### src/rtl/patch_reducer_dispatcher_if.sv
// Configuration and result channels of the patch reducer dispatcher.
// The dispatcher sits on the slave side; the config-fetch and result-writer logic sits on the master side.
interface patch_reducer_dispatcher_if #(
  parameter int APP_DATA_WIDTH = 256,
  parameter int FP_SIZE        = 32,
  parameter int IDX_W          = 3
);
  logic                      cfg_valid;
  logic [1:0]                cfg_topbtm;
  logic [APP_DATA_WIDTH-1:0] cfg_data;
  logic                      cfg_ready;

  logic                      out_valid;
  logic [FP_SIZE-1:0]        out_sum;
  logic [IDX_W-1:0]          out_reducer;
  logic [1:0]                out_code;
  logic                      out_ready;

  modport master (
    output cfg_valid, cfg_topbtm, cfg_data, out_ready,
    input  cfg_ready, out_valid, out_sum, out_reducer, out_code
  );

  modport slave (
    input  cfg_valid, cfg_topbtm, cfg_data, out_ready,
    output cfg_ready, out_valid, out_sum, out_reducer, out_code
  );
endinterface

### src/rtl/patch_reducer_dispatcher.sv
// Dispatches config words to the lowest idle patch row reducer, captures each reducer's
// one-cycle sum pulse and drains captured sums round-robin through one valid/ready port.
module patch_reducer_dispatcher #(
  parameter int N_PATCH_REDUCER = 8,
  parameter int APP_DATA_WIDTH  = 256,
  parameter int FP_SIZE         = 32,
  localparam int IDX_W          = $clog2(N_PATCH_REDUCER),
  localparam int CNT_W          = IDX_W + 1
) (
  input  logic                               reset,
  input  logic                               dram_clk,
  patch_reducer_dispatcher_if.slave          bus,
  output logic [2*N_PATCH_REDUCER-1:0]       red_init,
  output logic [APP_DATA_WIDTH-1:0]          red_config_data,
  input  logic [2*N_PATCH_REDUCER-1:0]       red_sum_rdy,
  input  logic [FP_SIZE*N_PATCH_REDUCER-1:0] red_sum,
  output logic [CNT_W-1:0]                   n_busy,
  output logic                               proto_err
);

  logic [N_PATCH_REDUCER-1:0]   busy, busy_next;
  logic [N_PATCH_REDUCER-1:0]   cap_v, cap_set;
  logic [FP_SIZE-1:0]           cap_sum  [N_PATCH_REDUCER];
  logic [1:0]                   cap_code [N_PATCH_REDUCER];
  logic [IDX_W-1:0]             rr_ptr;

  logic                         free_any;
  logic [IDX_W-1:0]             free_idx;
  logic                         cfg_take, dispatch, cfg_bad, pulse_bad;
  logic                         gnt_any, gnt_fire, out_load, handshake;
  logic [IDX_W-1:0]             gnt_idx, probe;
  logic [2*N_PATCH_REDUCER-1:0] init_next;
  logic [APP_DATA_WIDTH-1:0]    cfg_word;
  logic [CNT_W-1:0]             busy_cnt;

  always_comb begin : dispatch_select
    free_any = 1'b0;
    free_idx = '0;
    for (int unsigned i = 0; i < N_PATCH_REDUCER; i++) begin
      if (!busy[i] && !free_any) begin
        free_any = 1'b1;
        free_idx = IDX_W'(i);
      end
    end
  end

  assign bus.cfg_ready = !reset && free_any;
  assign cfg_take      = bus.cfg_valid && bus.cfg_ready;
  assign dispatch      = cfg_take && (bus.cfg_topbtm != 2'b00);
  assign cfg_bad       = cfg_take && (bus.cfg_topbtm == 2'b00);

  // A pulse is captured only by a busy reducer with an empty slot; anything else is a protocol error.
  always_comb begin : capture_select
    cap_set   = '0;
    pulse_bad = 1'b0;
    for (int unsigned i = 0; i < N_PATCH_REDUCER; i++) begin
      if (red_sum_rdy[2*i +: 2] != 2'b00) begin
        if (busy[i] && !cap_v[i]) cap_set[i] = 1'b1;
        else                      pulse_bad  = 1'b1;
      end
    end
  end

  // Round-robin search; index arithmetic wraps because N is a power of two.
  always_comb begin : grant_select
    gnt_any = 1'b0;
    gnt_idx = '0;
    probe   = '0;
    for (int unsigned j = 0; j < N_PATCH_REDUCER; j++) begin
      probe = rr_ptr + IDX_W'(j);
      if (cap_v[probe] && !gnt_any) begin
        gnt_any = 1'b1;
        gnt_idx = probe;
      end
    end
  end

  assign out_load  = !bus.out_valid || bus.out_ready;
  assign gnt_fire  = out_load && gnt_any;
  assign handshake = bus.out_valid && bus.out_ready;

  always_comb begin : busy_update
    busy_next = busy;
    init_next = '0;
    busy_cnt  = '0;
    cfg_word  = bus.cfg_data;
    cfg_word[IDX_W-1:0] = free_idx;
    for (int unsigned i = 0; i < N_PATCH_REDUCER; i++) begin
      if (handshake && bus.out_reducer == IDX_W'(i)) busy_next[i] = 1'b0;
      if (dispatch && free_idx == IDX_W'(i)) begin
        busy_next[i]        = 1'b1;
        init_next[2*i +: 2] = bus.cfg_topbtm;
      end
    end
    for (int unsigned i = 0; i < N_PATCH_REDUCER; i++) begin
      busy_cnt = busy_cnt + CNT_W'(busy_next[i]);
    end
  end

  always_ff @(posedge dram_clk or posedge reset) begin
    if (reset) begin
      busy            <= '0;
      cap_v           <= '0;
      rr_ptr          <= '0;
      n_busy          <= '0;
      proto_err       <= 1'b0;
      red_init        <= '0;
      red_config_data <= '0;
      bus.out_valid   <= 1'b0;
      bus.out_sum     <= '0;
      bus.out_reducer <= '0;
      bus.out_code    <= '0;
      for (int unsigned i = 0; i < N_PATCH_REDUCER; i++) begin
        cap_sum[i]  <= '0;
        cap_code[i] <= '0;
      end
    end else begin
      busy     <= busy_next;
      n_busy   <= busy_cnt;
      red_init <= init_next;
      if (dispatch) red_config_data <= cfg_word;
      if (cfg_bad || pulse_bad) proto_err <= 1'b1;
      for (int unsigned i = 0; i < N_PATCH_REDUCER; i++) begin
        if (cap_set[i]) begin
          cap_v[i]    <= 1'b1;
          cap_sum[i]  <= red_sum[FP_SIZE*i +: FP_SIZE];
          cap_code[i] <= red_sum_rdy[2*i +: 2];
        end else if (gnt_fire && gnt_idx == IDX_W'(i)) begin
          cap_v[i] <= 1'b0;
        end
      end
      if (out_load) begin
        bus.out_valid <= gnt_any;
        if (gnt_any) begin
          bus.out_sum     <= cap_sum[gnt_idx];
          bus.out_reducer <= gnt_idx;
          bus.out_code    <= cap_code[gnt_idx];
          rr_ptr          <= gnt_idx + IDX_W'(1);
        end
      end
    end
  end

endmodule

### src/flat_wrapper.sv
// flat-port wrapper written by rule: the top's interface ports become plain ports
module patch_reducer_dispatcher_flat 
#(
  parameter int N_PATCH_REDUCER = 8,
  parameter int APP_DATA_WIDTH  = 256,
  parameter int FP_SIZE         = 32,
  localparam int IDX_W          = $clog2(N_PATCH_REDUCER),
  localparam int CNT_W          = IDX_W + 1
)
  (reset, dram_clk, red_init, red_config_data, red_sum_rdy, red_sum, n_busy, proto_err, bus_cfg_valid, bus_cfg_topbtm, bus_cfg_data, bus_out_ready, bus_cfg_ready, bus_out_valid, bus_out_sum, bus_out_reducer, bus_out_code);
  patch_reducer_dispatcher_if #(.APP_DATA_WIDTH(APP_DATA_WIDTH), .FP_SIZE(FP_SIZE), .IDX_W((3))) bus_i ();
  input  logic reset;
  input  logic dram_clk;
  output logic [2*N_PATCH_REDUCER-1:0] red_init;
  output logic [APP_DATA_WIDTH-1:0] red_config_data;
  input  logic [2*N_PATCH_REDUCER-1:0] red_sum_rdy;
  input  logic [FP_SIZE*N_PATCH_REDUCER-1:0] red_sum;
  output logic [CNT_W-1:0] n_busy;
  output logic proto_err;
  input wire logic [$bits(bus_i.cfg_valid)-1:0] bus_cfg_valid;
  input wire logic [$bits(bus_i.cfg_topbtm)-1:0] bus_cfg_topbtm;
  input wire logic [$bits(bus_i.cfg_data)-1:0] bus_cfg_data;
  input wire logic [$bits(bus_i.out_ready)-1:0] bus_out_ready;
  output wire logic [$bits(bus_i.cfg_ready)-1:0] bus_cfg_ready;
  output wire logic [$bits(bus_i.out_valid)-1:0] bus_out_valid;
  output wire logic [$bits(bus_i.out_sum)-1:0] bus_out_sum;
  output wire logic [$bits(bus_i.out_reducer)-1:0] bus_out_reducer;
  output wire logic [$bits(bus_i.out_code)-1:0] bus_out_code;
  assign bus_i.cfg_valid = bus_cfg_valid;
  assign bus_i.cfg_topbtm = bus_cfg_topbtm;
  assign bus_i.cfg_data = bus_cfg_data;
  assign bus_i.out_ready = bus_out_ready;
  assign bus_cfg_ready = bus_i.cfg_ready;
  assign bus_out_valid = bus_i.out_valid;
  assign bus_out_sum = bus_i.out_sum;
  assign bus_out_reducer = bus_i.out_reducer;
  assign bus_out_code = bus_i.out_code;
  patch_reducer_dispatcher #(.N_PATCH_REDUCER(N_PATCH_REDUCER), .APP_DATA_WIDTH(APP_DATA_WIDTH), .FP_SIZE(FP_SIZE)) u_core (.reset(reset), .dram_clk(dram_clk), .bus(bus_i), .red_init(red_init), .red_config_data(red_config_data), .red_sum_rdy(red_sum_rdy), .red_sum(red_sum), .n_busy(n_busy), .proto_err(proto_err));
endmodule
### config.mk
export PLATFORM = sky130hd
export DESIGN_NAME = patch_reducer_dispatcher_flat
export DESIGN_NICKNAME = d
export VERILOG_FILES = /design/src/rtl/patch_reducer_dispatcher_if.sv /design/src/rtl/patch_reducer_dispatcher.sv /design/src/flat_wrapper.sv
export SDC_FILE = /design/constraint.sdc
export NUM_CORES = 1
export LEC_CHECK = 0
export CELL_PAD_IN_SITES_DETAIL_PLACEMENT = 1
export CELL_PAD_IN_SITES_GLOBAL_PLACEMENT = 2
export CORE_AREA = 8 8 320 322
export CTS_BUF_LIST = sky130_fd_sc_hd__clkbuf_8
export CTS_CLUSTER_DIAMETER = 100
export DETAILED_ROUTE_END_ITERATION = 10
export DIE_AREA = 0 0 328 330
export MAX_ROUTING_LAYER = met4
export PLACE_DENSITY_LB_ADDON = 0.3
export SYNTH_ARGS = -nofsm -noshare
export SYNTH_HDL_FRONTEND = slang
export SYNTH_SLANG_ARGS = --single-unit
### constraint.sdc
create_clock -name dram_clk -period 48.5 [get_ports dram_clk]
set_clock_uncertainty 0.2 [all_clocks]
set_input_delay 7.275 -clock dram_clk [delete_from_list [all_inputs] [get_ports dram_clk]]
set_output_delay 7.275 -clock dram_clk [all_outputs]
set_load 0.05 [all_outputs]
==> run_results.csv <==
group,metric,value,unit
clocking,clk_pin_slew,0.05,ns
clocking,cts-root-buf,"clkbuf_8",
critical_path,end_kind,"output pin",
placement,gp_congestion,0.839,
floorplan,fp.coreArea,97400,um2
detailed_routing,drt_iter0_drc,1005,
critical_path,slowest_stage,"clkdlybuf4s50_1",
timing,worstMarginPinSlew,1.11,ns
grt,grt_use_total,0.216,
worst_hold_path,hold_path.class,"flip-flop to flip-flop",
critical_path,r2r_cells,13,
detailed_routing,wirelength,117000,um
finish,drive_above_1_share,0.253,
yosys,syn_inst,2104,
finish,nets,3493,
placement,hpwl,86800,um
pwr,leakage,16.3,nW
clocking,hold_buffers,0,
critical_path,path_cells,"clkdlybuf4s50_1 -> a31oi_1 -> clkdlybuf4s50_1",
placement,io_buffers,846,
clocking,insertion_delay,0.76,ns
timing,setup_viol,0,
grt,grt_pass1_wl,170000,um
floorplan,die_w,328,um
yosys,async_flop_share,1.00,
critical_path,max_stage_delay,0.93,ns
yosys,ys_types,64,
outcome,status,"complete, no violations",
yosys,syn_avg_cell_area,13.0,um2
critical_path,crit_fanout,2,
clocking,cts_buffers,113,
timing,drv_slew,0,
critical_path,cp.required,41.03,ns
yosys,synth_nets,2653,
pwr,power.density,73.5,nW/um2
clocking,h-tree-depth,3,
yosys,synth-edff-count,0,
yosys,synthFlopType,"dfrtp_1",
timing,fin_crit,16.55,ns
floorplan,num_io_pins,850,
critical_path,cp.arrival,9.07,ns
yosys,synth_common_cells,"dfrtp_1 (606), mux2_2 (515), nand2_1 (151), clkbuf_1 (104), nor2b_1 (81)",
timing,max_freq,0.0604,GHz
yosys,synthTopCellsByArea,"dfrtp_1 (56%), mux2_2 (21%), mux2i_1 (2.9%), o2111ai_1 (2.2%), nand2_1 (2.1%)",
finish,area_growth,44.9,%
finish,nFillCells,10300,
detailed_routing,dr_total_vias,21200,
yosys,yosys_warnings,0,
clocking,clockBufferDepth,3,
yosys,synth.most_common_cell,"dfrtp_1",
critical_path,cp_common_cell,"clkdlybuf4s50_1",
timing,period_share,0.341,
grt,grt_overflow_total,0,
floorplan,dieHeight,330,um
clocking,cts_setup_buffers,0,
clocking,tritoncts,"built",
grt,first_global_vias,24200,
worst_hold_path,holdPathStages,2,
yosys,synth_top_area_frac,0.556,
timing,hold_viol,0,
timing,tns,0,ns
finish,utilization,0.406,
floorplan,start_util,0.280,
detailed_routing,post-route-drc-count,0,
clocking,clkSinkCount,606,
clocking,cts_resized,0,
detailed_routing,first_pass_iters,4,
grt,grt_antenna_before_repair,44,
floorplan,rows,115,
pwr,vdd.ir_drop.worst,0.000116,V
yosys,synth-seq-cells,606,
yosys,synth_area,27300,um2
detailed_routing,antenna_left,0,
critical_path,cp-start-kind,"primary input",
yosys,synth.largest_area_cell,"dfrtp_1",
grt,grt_start_max_net_pins,122,
detailed_routing,vias_per_cell,4.85,
floorplan,fp.dieArea,108000,um2
yosys,ys_seq_area_frac,0.556,
timing,slew_headroom,0.257,
run,max-cap-violations,0,
detailed_routing,avgRoutedWirePerCell,26.7,um
critical_path,path_class,"primary input to output pin",
timing,grt_setup_unrepaired,"no",
## through the flow
| stage | total power, W | cells | hold slack, ns | setup WS, ns | cell area (um2) |
|---|---|---|---|---|---|
| after floorplan | 0.00186 | 2104 | 0.237 | 24.06 | 27300 |
| after global placement | 0.00238 | 4116 | 0.260 | 31.99 | 37000 |
| after detailed placement | 0.00242 | 4116 | 0.265 | 31.97 | 37000 |
| after CTS | 0.00297 | 4322 | 0.280 | 31.95 | 39400 |
| after global routing | 0.00309 | 4363 | 0.311 | 31.91 | 39500 |
| final | 0.00290 | 4365 | 0.276 | 31.95 | 39500 |
## path summary, 6_finish.rpt
kind | from | endpoint | slack [ns]
setup / recovery | reset | bus_cfg_ready | 31.95
hold / removal | u_core.cap_code[3]$_DFFE_PP0P_ | u_core.cap_code[3]$_DFFE_PP0P_ | 0.28
setup reg to reg | u_core.rr_ptr[0]$_DFFE_PP0P_ | u_core.bus.out_sum[26]$_DFFE_PP0P_ | 41.53
hold reg to reg | u_core.cap_code[3]$_DFFE_PP0P_ | u_core.cap_code[3]$_DFFE_PP0P_ | 0.28
max in group asynchronous | reset | u_core.cap_sum[117]$_DFFE_PP0P_ | 38.64
min in group asynchronous | reset | u_core.rr_ptr[0]$_DFFE_PP0P_ | 6.99
## where the power goes
| group | internal [W] | leakage (nW) | switching (W) |
|---|---|---|---|
| clock | 0.000288 | 1.35 | 0.000233 |
| combinational | 0.000587 | 7.65 | 0.000977 |
| sequential | 0.000690 | 7.25 | 0.000130 |
| total | 0.00157 | 16.3 | 0.00134 |
## metal layers
metal  GRT usage  wire length (um)  vias to the layer above
li1            -                 -                     9362
met5           -                 0                        -
met3      0.0748              9280                      138
met4      0.0538              2600                        0
met1       0.230             43800                    11000
met2       0.383             61100                      674
## area by class of cell
type	count	area, um2	area share
Sequential cell	606	15200	0.384
Clock buffer	148	2040	0.0515
Multi-Input combinational cell	1325	11400	0.290
Timing Repair Buffer	879	8720	0.221
Antenna cell	43	108	0.00272
Inverter	19	78.8	0.00199
Tap cell	1287	1610	0.0407
Clock inverter	58	355	0.00899
## cells in the final DEF (no fill, tap or decap), drive strengths merged, types with 4 or more instances in the layout
cell type	netlist	routed
nor2	36	36
ha	11	11
nor2b	81	81
a31oi	4	4
nand2	153	153
o21ai	60	60
a21oi	12	12
clkbuf	107	148
o211ai	35	35
mux2i	78	78
a21boi	35	35
o22ai	4	4
nand2b	5	5
buf	47	33
and3	34	34
nor3	6	6
mux4	10	10
mux2	515	515
nand3	37	37
clkinv	1	23
inv	18	47
dfrtp	606	606
clkinvlp	0	4
o311ai	34	34
diode	0	43
fa	4	4
o2111ai	69	69
a21o	46	46
clkdlybuf4s50	0	846
and2	23	23
## worst max-delay path: cells and delay by family
kind / cells / cell delay [ns]
buffers and inverters: 2 / 1.45
AO/OA/AOI/OAI: 1 / 0.35
## state kept, by name, indices dropped and copies added, names as in the netlist
register,flops
u_core.red_config_data,256
u_core.rr_ptr,3
u_core.red_init,16
u_core.cap_code,16
u_core.cap_v,8
u_core.bus.out_reducer,3
u_core.bus.out_code,2
u_core.n_busy,4
u_core.proto_err,1
u_core.busy,8
u_core.bus.out_sum,32
u_core.cap_sum,256
u_core.bus.out_valid,1
## logic make-up after synthesis
kind of cell,count (synthesis),synth area share
flops,606,0.556
mux,603,0.250
simple gates,387,0.0706
compound gates,315,0.0862
buf+inv,173,0.0280
fa+ha+maj,15,0.00798
xor+xnor,5,0.00161
No activity file was read; power rests on OpenSTA's default activity.
